<file path="config.mk">
export PLATFORM = sky130hd
export DESIGN_NAME = mem_byte_writer
export DESIGN_NICKNAME = d
export VERILOG_FILES = /design/src/rtl/mem_byte_writer.sv
export SDC_FILE = /design/constraint.sdc
export NUM_CORES = 1
export LEC_CHECK = 0
export ABC_AREA = 1
export CAP_MARGIN = 30
export CORE_MARGIN = 1.5
export CORE_UTILIZATION = 53
export CTS_CLUSTER_SIZE = 25
export DETAILED_ROUTE_END_ITERATION = 16
export PLACE_DENSITY = 0.92
export SLEW_MARGIN = 20
export SYNTH_ARGS = -nofsm -noshare
export SYNTH_HDL_FRONTEND = slang
export SYNTH_SLANG_ARGS = --single-unit
export TNS_END_PERCENT = 20
</file>
<file path="constraint.sdc">
create_clock -name clk -period 2.6 [get_ports clk]
set_input_delay 0.39 -clock clk [delete_from_list [all_inputs] [get_ports clk]]
set_output_delay 0.39 -clock clk [all_outputs]
set_load 0.03 [all_outputs]
</file>
<file path="src/rtl/mem_byte_writer.sv">
`default_nettype none
// ============================================================================
// Module      : mem_byte_writer
// Description : Serialises one store request (address, 32-bit data, size)
//               onto a byte-wide memory write port, MSB-first at ascending
//               addresses, so that a word written here reads back unchanged
//               through the instruction fetcher. HOLD idle cycles may be
//               inserted after every byte strobe for slow memories.
// Ports       : clk, rst                 - clock, synchronous active-high reset
//               req_valid/req_ready      - request handshake
//               req_addr/req_data/req_size - store address, data, size
//                                          (0=byte 1=half 2=word 3=illegal)
//               busy, done, err          - status; done/err are 1-cycle pulses
//               mem_a/mem_dout/mem_wr    - byte-wide memory write port
// Revision    : 1.0 - initial release
// ============================================================================
module mem_byte_writer #(
    parameter int ADDR_W = 32,
    parameter int HOLD   = 0
) (
    input  logic              clk,
    input  logic              rst,
    input  logic              req_valid,
    output logic              req_ready,
    input  logic [ADDR_W-1:0] req_addr,
    input  logic [31:0]       req_data,
    input  logic [1:0]        req_size,
    output logic              busy,
    output logic              done,
    output logic              err,
    output logic [ADDR_W-1:0] mem_a,
    output logic [7:0]        mem_dout,
    output logic              mem_wr
);

    typedef enum logic [1:0] {
        IDLE  = 2'd0,
        WRITE = 2'd1,
        GAP   = 2'd2,
        FIN   = 2'd3
    } state_t;

    localparam bit              c_HAS_GAP  = (HOLD > 0);
    localparam logic [3:0]      c_GAP_INIT = (HOLD > 0) ? 4'(HOLD - 1) : 4'd0;
    localparam logic [ADDR_W-1:0] c_ONE    = {{(ADDR_W-1){1'b0}}, 1'b1};

    state_t              r_state;
    logic [31:0]         r_shreg;   // bytes still to write, next one in [31:24]
    logic [ADDR_W-1:0]   r_ptr;     // address of the next byte to write
    logic [1:0]          r_cnt;     // bytes still to write after the current one
    logic [3:0]          r_gcnt;    // gap cycles remaining after this one

    logic [31:0]         w_aligned;
    logic [1:0]          w_cnt_init;

    // Left-align the stored bytes so the first one to go out sits in [31:24].
    // The first byte is emitted at accept, so the count starts at N-1.
    always_comb begin
        w_aligned  = req_data;
        w_cnt_init = 2'd3;
        case (req_size)
            2'd0: begin
                w_aligned  = {req_data[7:0], 24'd0};
                w_cnt_init = 2'd0;
            end
            2'd1: begin
                w_aligned  = {req_data[15:0], 16'd0};
                w_cnt_init = 2'd1;
            end
            default: begin
                w_aligned  = req_data;
                w_cnt_init = 2'd3;
            end
        endcase
    end

    always_ff @(posedge clk) begin
        if (rst) begin
            r_state   <= IDLE;
            r_shreg   <= 32'd0;
            r_ptr     <= '0;
            r_cnt     <= 2'd0;
            r_gcnt    <= 4'd0;
            req_ready <= 1'b1;
            busy      <= 1'b0;
            done      <= 1'b0;
            err       <= 1'b0;
            mem_a     <= '0;
            mem_dout  <= 8'd0;
            mem_wr    <= 1'b0;
        end else begin
            done <= 1'b0;
            err  <= 1'b0;
            case (r_state)
                // FIN keeps req_ready high, so it accepts exactly like IDLE.
                IDLE, FIN: begin
                    r_state   <= IDLE;
                    mem_wr    <= 1'b0;
                    req_ready <= 1'b1;
                    busy      <= 1'b0;
                    if (req_valid) begin
                        if (req_size == 2'd3) begin
                            err <= 1'b1;
                        end else begin
                            // First strobe is presented in the cycle after accept.
                            r_state   <= WRITE;
                            req_ready <= 1'b0;
                            busy      <= 1'b1;
                            mem_wr    <= 1'b1;
                            mem_a     <= req_addr;
                            mem_dout  <= w_aligned[31:24];
                            r_shreg   <= {w_aligned[23:0], 8'd0};
                            r_ptr     <= req_addr + c_ONE;
                            r_cnt     <= w_cnt_init;
                        end
                    end
                end
                WRITE: begin
                    if (c_HAS_GAP) begin
                        r_state <= GAP;
                        mem_wr  <= 1'b0;
                        r_gcnt  <= c_GAP_INIT;
                    end else if (r_cnt != 2'd0) begin
                        mem_wr   <= 1'b1;
                        mem_a    <= r_ptr;
                        mem_dout <= r_shreg[31:24];
                        r_shreg  <= {r_shreg[23:0], 8'd0};
                        r_ptr    <= r_ptr + c_ONE;
                        r_cnt    <= r_cnt - 2'd1;
                    end else begin
                        r_state   <= FIN;
                        mem_wr    <= 1'b0;
                        done      <= 1'b1;
                        busy      <= 1'b0;
                        req_ready <= 1'b1;
                    end
                end
                GAP: begin
                    if (r_gcnt != 4'd0) begin
                        r_gcnt <= r_gcnt - 4'd1;
                    end else if (r_cnt != 2'd0) begin
                        r_state  <= WRITE;
                        mem_wr   <= 1'b1;
                        mem_a    <= r_ptr;
                        mem_dout <= r_shreg[31:24];
                        r_shreg  <= {r_shreg[23:0], 8'd0};
                        r_ptr    <= r_ptr + c_ONE;
                        r_cnt    <= r_cnt - 2'd1;
                    end else begin
                        r_state   <= FIN;
                        done      <= 1'b1;
                        busy      <= 1'b0;
                        req_ready <= 1'b1;
                    end
                end
                default: begin
                    r_state <= IDLE;
                end
            endcase
        end
    end

endmodule
`default_nettype wire

</file>
## Word-level counts from Yosys, hierarchy flattened

Cells that the tools add are included.

| word-level totals | value |
|---|---|
| output and inout port bits | 45 |
| memories | 0 |
| bits in writable memories | 0 |
| bits in read-only memories | 0 |
| latch bits | 0 |
| input bits | 69 |
| register bits | 117 |
| word-level logic and storage cells | 88 |

| cells by class | value |
|---|---|
| $lt $le $gt $ge | 0 |
| mux-type cells | 50 |
| bitwise operators | 2 |
| add/subtract/negate cells | 4 |
| div/mod/pow operators | 0 |
| reductions and logical operators | 10 |
| shifts and indexed selects | 0 |
| eq/ne operators | 10 |
| multipliers | 0 |

Operators by type and width:

| kind | number |
|---|---|
| $mux 32 | 12 |
| $pmux 32 s3 | 3 |
| $add 32x1->32 const B | 2 |
| $pmux 32 s2 | 1 |
| $mux 8 | 4 |
| $pmux 8 s3 | 1 |
| $mux 1 | 15 |
| $mux 2 | 7 |
| $pmux 2 s3 | 2 |
| $ne 2x2->1 const B | 5 |
| $pmux 1 s3 | 3 |
| $eq 2x2->1 const B | 3 |
| $reduce_and 2->1 | 3 |
| $eq 2x1->1 const B | 2 |
| $logic_not 2->1 | 2 |
| $pmux 2 s2 | 1 |
| $reduce_bool 4->1 | 1 |
| $sub 4x1->4 const B | 1 |
| $reduce_and 3->1 | 1 |
| $reduce_or 3->1 | 1 |
| $not 1->1 | 2 |
| $pmux 1 s2 | 1 |
| $reduce_bool 2->1 | 1 |
| $reduce_or 2->1 | 1 |
| $sub 2x1->2 const B | 1 |

## Depth between registers and ports, before layout

| depth | value |
|---|---|
| depth after elaboration | 5 |
| mapped depth | 16 |

## Worst setup path after synthesis

OpenSTA, ideal clock, no wires.

| timing path | value |
|---|---|
| kind | register to register |
| start | reg r_state[0] |
| end | reg r_ptr[16] |
| setup time | 0.117 ns |
| required time | 2.483 ns |
| path buffers | 2 |
| stages on the path, launching flop included | 16 |
| setup slack | 0.524 ns |
| arrival time | 1.959 ns |
| cells stage by stage | dfxtp_1 inv_1 ha_1 buf_6 inv_6 buf_8 nand2_1 nand2_1 ha_1 nand2_1 nor2_2 nand2_1 nor2_2 inv_2 nor3_1 nor2_1 |

| between the ends | value |
|---|---|
| longest elaborated chain between the ends | 4 |

Ends and longest elaborated chain:

| element | line | text |
|---|---|---|
| start: declaration | 47 | `state_t r_state;` |
| start signal: assignment | 79 | `r_state <= IDLE;` |
| start signal: assignment | 97 | `r_state <= IDLE;` |
| start signal: assignment | 106 | `r_state <= WRITE;` |
| $eq 2x2->1 or $logic_not 2->1 (tied branches) | 94 | `case (r_state)` |
| $reduce_or 2->1 | 94 |  |
| $ne 2x2->1 (no line) | -- |  |
| $reduce_and 3->1 (no line) | -- |  |
| end signal: assignment | 113 | `r_ptr <= req_addr + c_ONE;` |
| end signal: assignment | 128 | `r_ptr <= r_ptr + c_ONE;` |
| end signal: assignment | 147 | `r_ptr <= r_ptr + c_ONE;` |
| end: declaration | 49 | `logic [ADDR_W-1:0] r_ptr;` |

Several ways; a longest one is shown, not always the timed one.
A chain may end at the register's enable or synchronous reset.

## Final worst setup path

| timing path | value |
|---|---|
| start | reg r_state[0] |
| end | reg r_ptr[25] |

The elaborated chain is that of the path after synthesis.

==> results.md <==
* Hold Fails Final Rpt at 0
* # IOs at 114
* Filler instances at 981
* Worst-Skew Late Latency at 360 ps
* FF/Latch Area at 2180 um2
* Seq cells post-synth at 109
* Gr ovfl total at 0
* Post-place setup slack at 278 ps
* DR DRC count at 0
* Std-Cell Rows at 39
* Die Span Y at 111 um
* Main synth FF type: dfxtp_1
* Maximum root-to-sink buffer count at 2
* Dpl cells at 1202
* Final setup violating endpoints at 0
* Syn Area/Cell at 6.28 um2
* Synth area leaders: dfxtp_1 35%, nand2_1 16%, nor2_1 8.6%, o21ai_0 7.4%, a21oi_1 7.0%
* Final period util at 89.9%
* GPL Wtd Cong at 0.970
* Core box area at 11400 um2
* CTS clk-pin slew, worst paths at 70 ps
* Final WS setup at 262 ps
* Slew HR at 68.2%
* Status: finished, final reports clean
* Startpoint class of the critical path: register
* Detailed Route WL at 17.4 mm
* Final critical-path required period at 2340 ps
* Initial DRC count at 673
* Least-Margin Pin Slew at 477 ps
* Leakage power at 3.29 nW
* HP Class: register to register
* Port bufs at 113
* Setup bufs post-CTS at 0
* Cell with the most instances after synthesis: nand2_1
* R2r setup slk at 260 ps
* Die W at 111 um
* Fmax at 0.428 GHz
* MaxCap Viol Count at 0
* Initial core utilization at 54.2%
* Seq/Total Area, Yosys at 35.3%
* Post-synth EDFFs at 0
* Synth Net Count at 1059
* Tot GR Track Use at 28.1%
* Dpl hpwl at 12.2 mm
* Yosys Warn Count at 0
* Full die area at 12300 um2
* Post-Layout Cell Count at 1217
* CTS buffer count at 9
* Vias per cell at 5.44
* Multi-input logic area at 3310 um2
* Post-Synthesis Cell Area at 6190 um2
* First-pass GRT wire length at 28.5 mm
* Maximum fanout along the worst path at 67
* Max Slew Vio Count at 0
* Crit Path Class: register to register
* Clk_skew at 8.87 ps
* Root Driver: clkbuf_16
* Arrival time worst endpoint at 2590 ps
* Via Count at 6620
* Vias in the first global route at 6010
* Most frequent cells after synthesis: 270 x nand2_1, 142 x nor2_1, 109 x dfxtp_1
* # diodes at 0
* H-tree levels at 3
* Area grow syn2layout at 23.7%
* Worst EP required at 2850 ps
* Average wire per standard cell at 14.3 um
* Pwr per Cell Area at 1340 nW/um2
* Largest area contributor in the netlist: dfxtp_1
* Clock sinks at 109
* Initial antenna violation count at 0
* Layout cell share with drive strength beyond 1 at 6.33%
* Distinct cells, synth at 39
* Post-placement cell area at 7350 um2
* Router iterations before antenna repair at 5
* Cells after Synth at 985
* Setup TNS at 0 ps
* Final instance area at 7650 um2
* Worst vdd ir at 0.000791 V
* TritonCTS clock tree: built
* Largest net degree at the start of global routing at 68
* Antenna Nets Post-Route at 0
* RSZ-0062 raised after global routing: no
* Crit end category: register
* Nets@finish at 1144
* Share of the synthesized area in the top cell type at 35.3%
* Asr flop ratio synth at 0%
==> kinds of logic after synthesis <==
family                   after synthesis  share of synthesized area [%]
AO/OA/AOI/OAI                        228                           20.0
XOR/XNOR                               3                          0.425
adder cells (fa/ha/maj)                5                           1.01
buffers and inverters                156                           11.3
flip-flops                           109                           35.3
multiplexers                           1                          0.162
AND/OR/NAND/NOR                      483                           31.8
==> power breakdown <==
group	switching, mW	internal [mW]
Combinational	4.09	2.04
Sequential	0.312	2.40
Clock	0.633	0.772
==> metrics by stage <==
stage | power (mW) | hold slack, ps | utilization (%)
2_1_floorplan | 7.22 | 425 | -
3_3_place_gp | 8.60 | 433 | 64.4
3_5_place_dp | 8.73 | 439 | 64.4
4_1_cts | 10.2 | 450 | 67.0
5_1_grt | 11.1 | 466 | 67.0
6_report | 10.3 | 446 | 67.0
==> cells in the final DEF (no fill, tap or decap), types with 5 or more instances in the layout <==
| cell | n |
|---|---|
| nand2_1 | 270 |
| o21ai_0 | 92 |
| nor2_2 | 13 |
| inv_1 | 98 |
| nor2_1 | 142 |
| nand2_2 | 10 |
| a211oi_1 | 10 |
| o21ai_1 | 14 |
| o211ai_1 | 5 |
| clkbuf_16 | 9 |
| a21oi_1 | 87 |
| nor3_1 | 9 |
| o21ai_2 | 5 |
| clkdlybuf4s50_1 | 113 |
| dfxtp_1 | 109 |
| nand3_1 | 30 |
| buf_4 | 10 |
==> state kept, by name (all words and copies together), names as in the netlist <==
signal,count
mem_a,32
r_ptr,32
r_shreg,24
mem_dout,8
r_gcnt,4
r_cnt,2
r_state,2
busy,1
done,1
err,1
mem_wr,1
req_ready,1
==> cell type report <==
cell class | instances | share of cell area (%)
inverters | 103 | 5.15
multi-input cells | 720 | 43.3
clock inverters | 5 | 0.785
repair buffers | 127 | 16.8
well taps | 143 | 2.34
clock buffers | 10 | 3.12
flip-flops and latches | 109 | 28.5
==> worst max-delay path, cell delays in order, from the launching register on <==
cell and delay [ps]:
dfxtp_1 330, inv_1 80, ha_4 340, buf_12 290, nand2_1 80, o21ai_1 250, nand2_1 150, nor2_1 170
nand2_1 70, nor2_1 230, nand3_1 110, nand2_1 70, nor2_1 40
==> per-layer routing <==
| layer | vias to the layer above | track usage [%] | share of wire [%] |
|---|---|---|---|
| met1 | 2961 | 37.4 | 44 |
| met4 | 0 | 11.6 | 2.5 |
| met3 | 35 | 3.83 | 7.9 |
| li1 | 3302 | - | - |
| met5 | - | 0 | 0 |
| met2 | 322 | 45.9 | 46 |
==> timing repair <==
| action | CTS | global route |
|---|---|---|
| hold buffers | 0 | 0 |
| endpoints found under the setup margin | 0 | 1 |
| gates resized for setup | 0 | 1 |
==> final timing paths <==
check / from / end / cells after the start
min reg2reg: r_shreg[17] / r_shreg[17] / 2
min: r_shreg[17] / r_shreg[17] / 2
max: r_state[0] / r_ptr[25] / 12
max reg2reg: r_state[0] / r_ptr[25] / 12
Power figures use the tool's default switching activity.
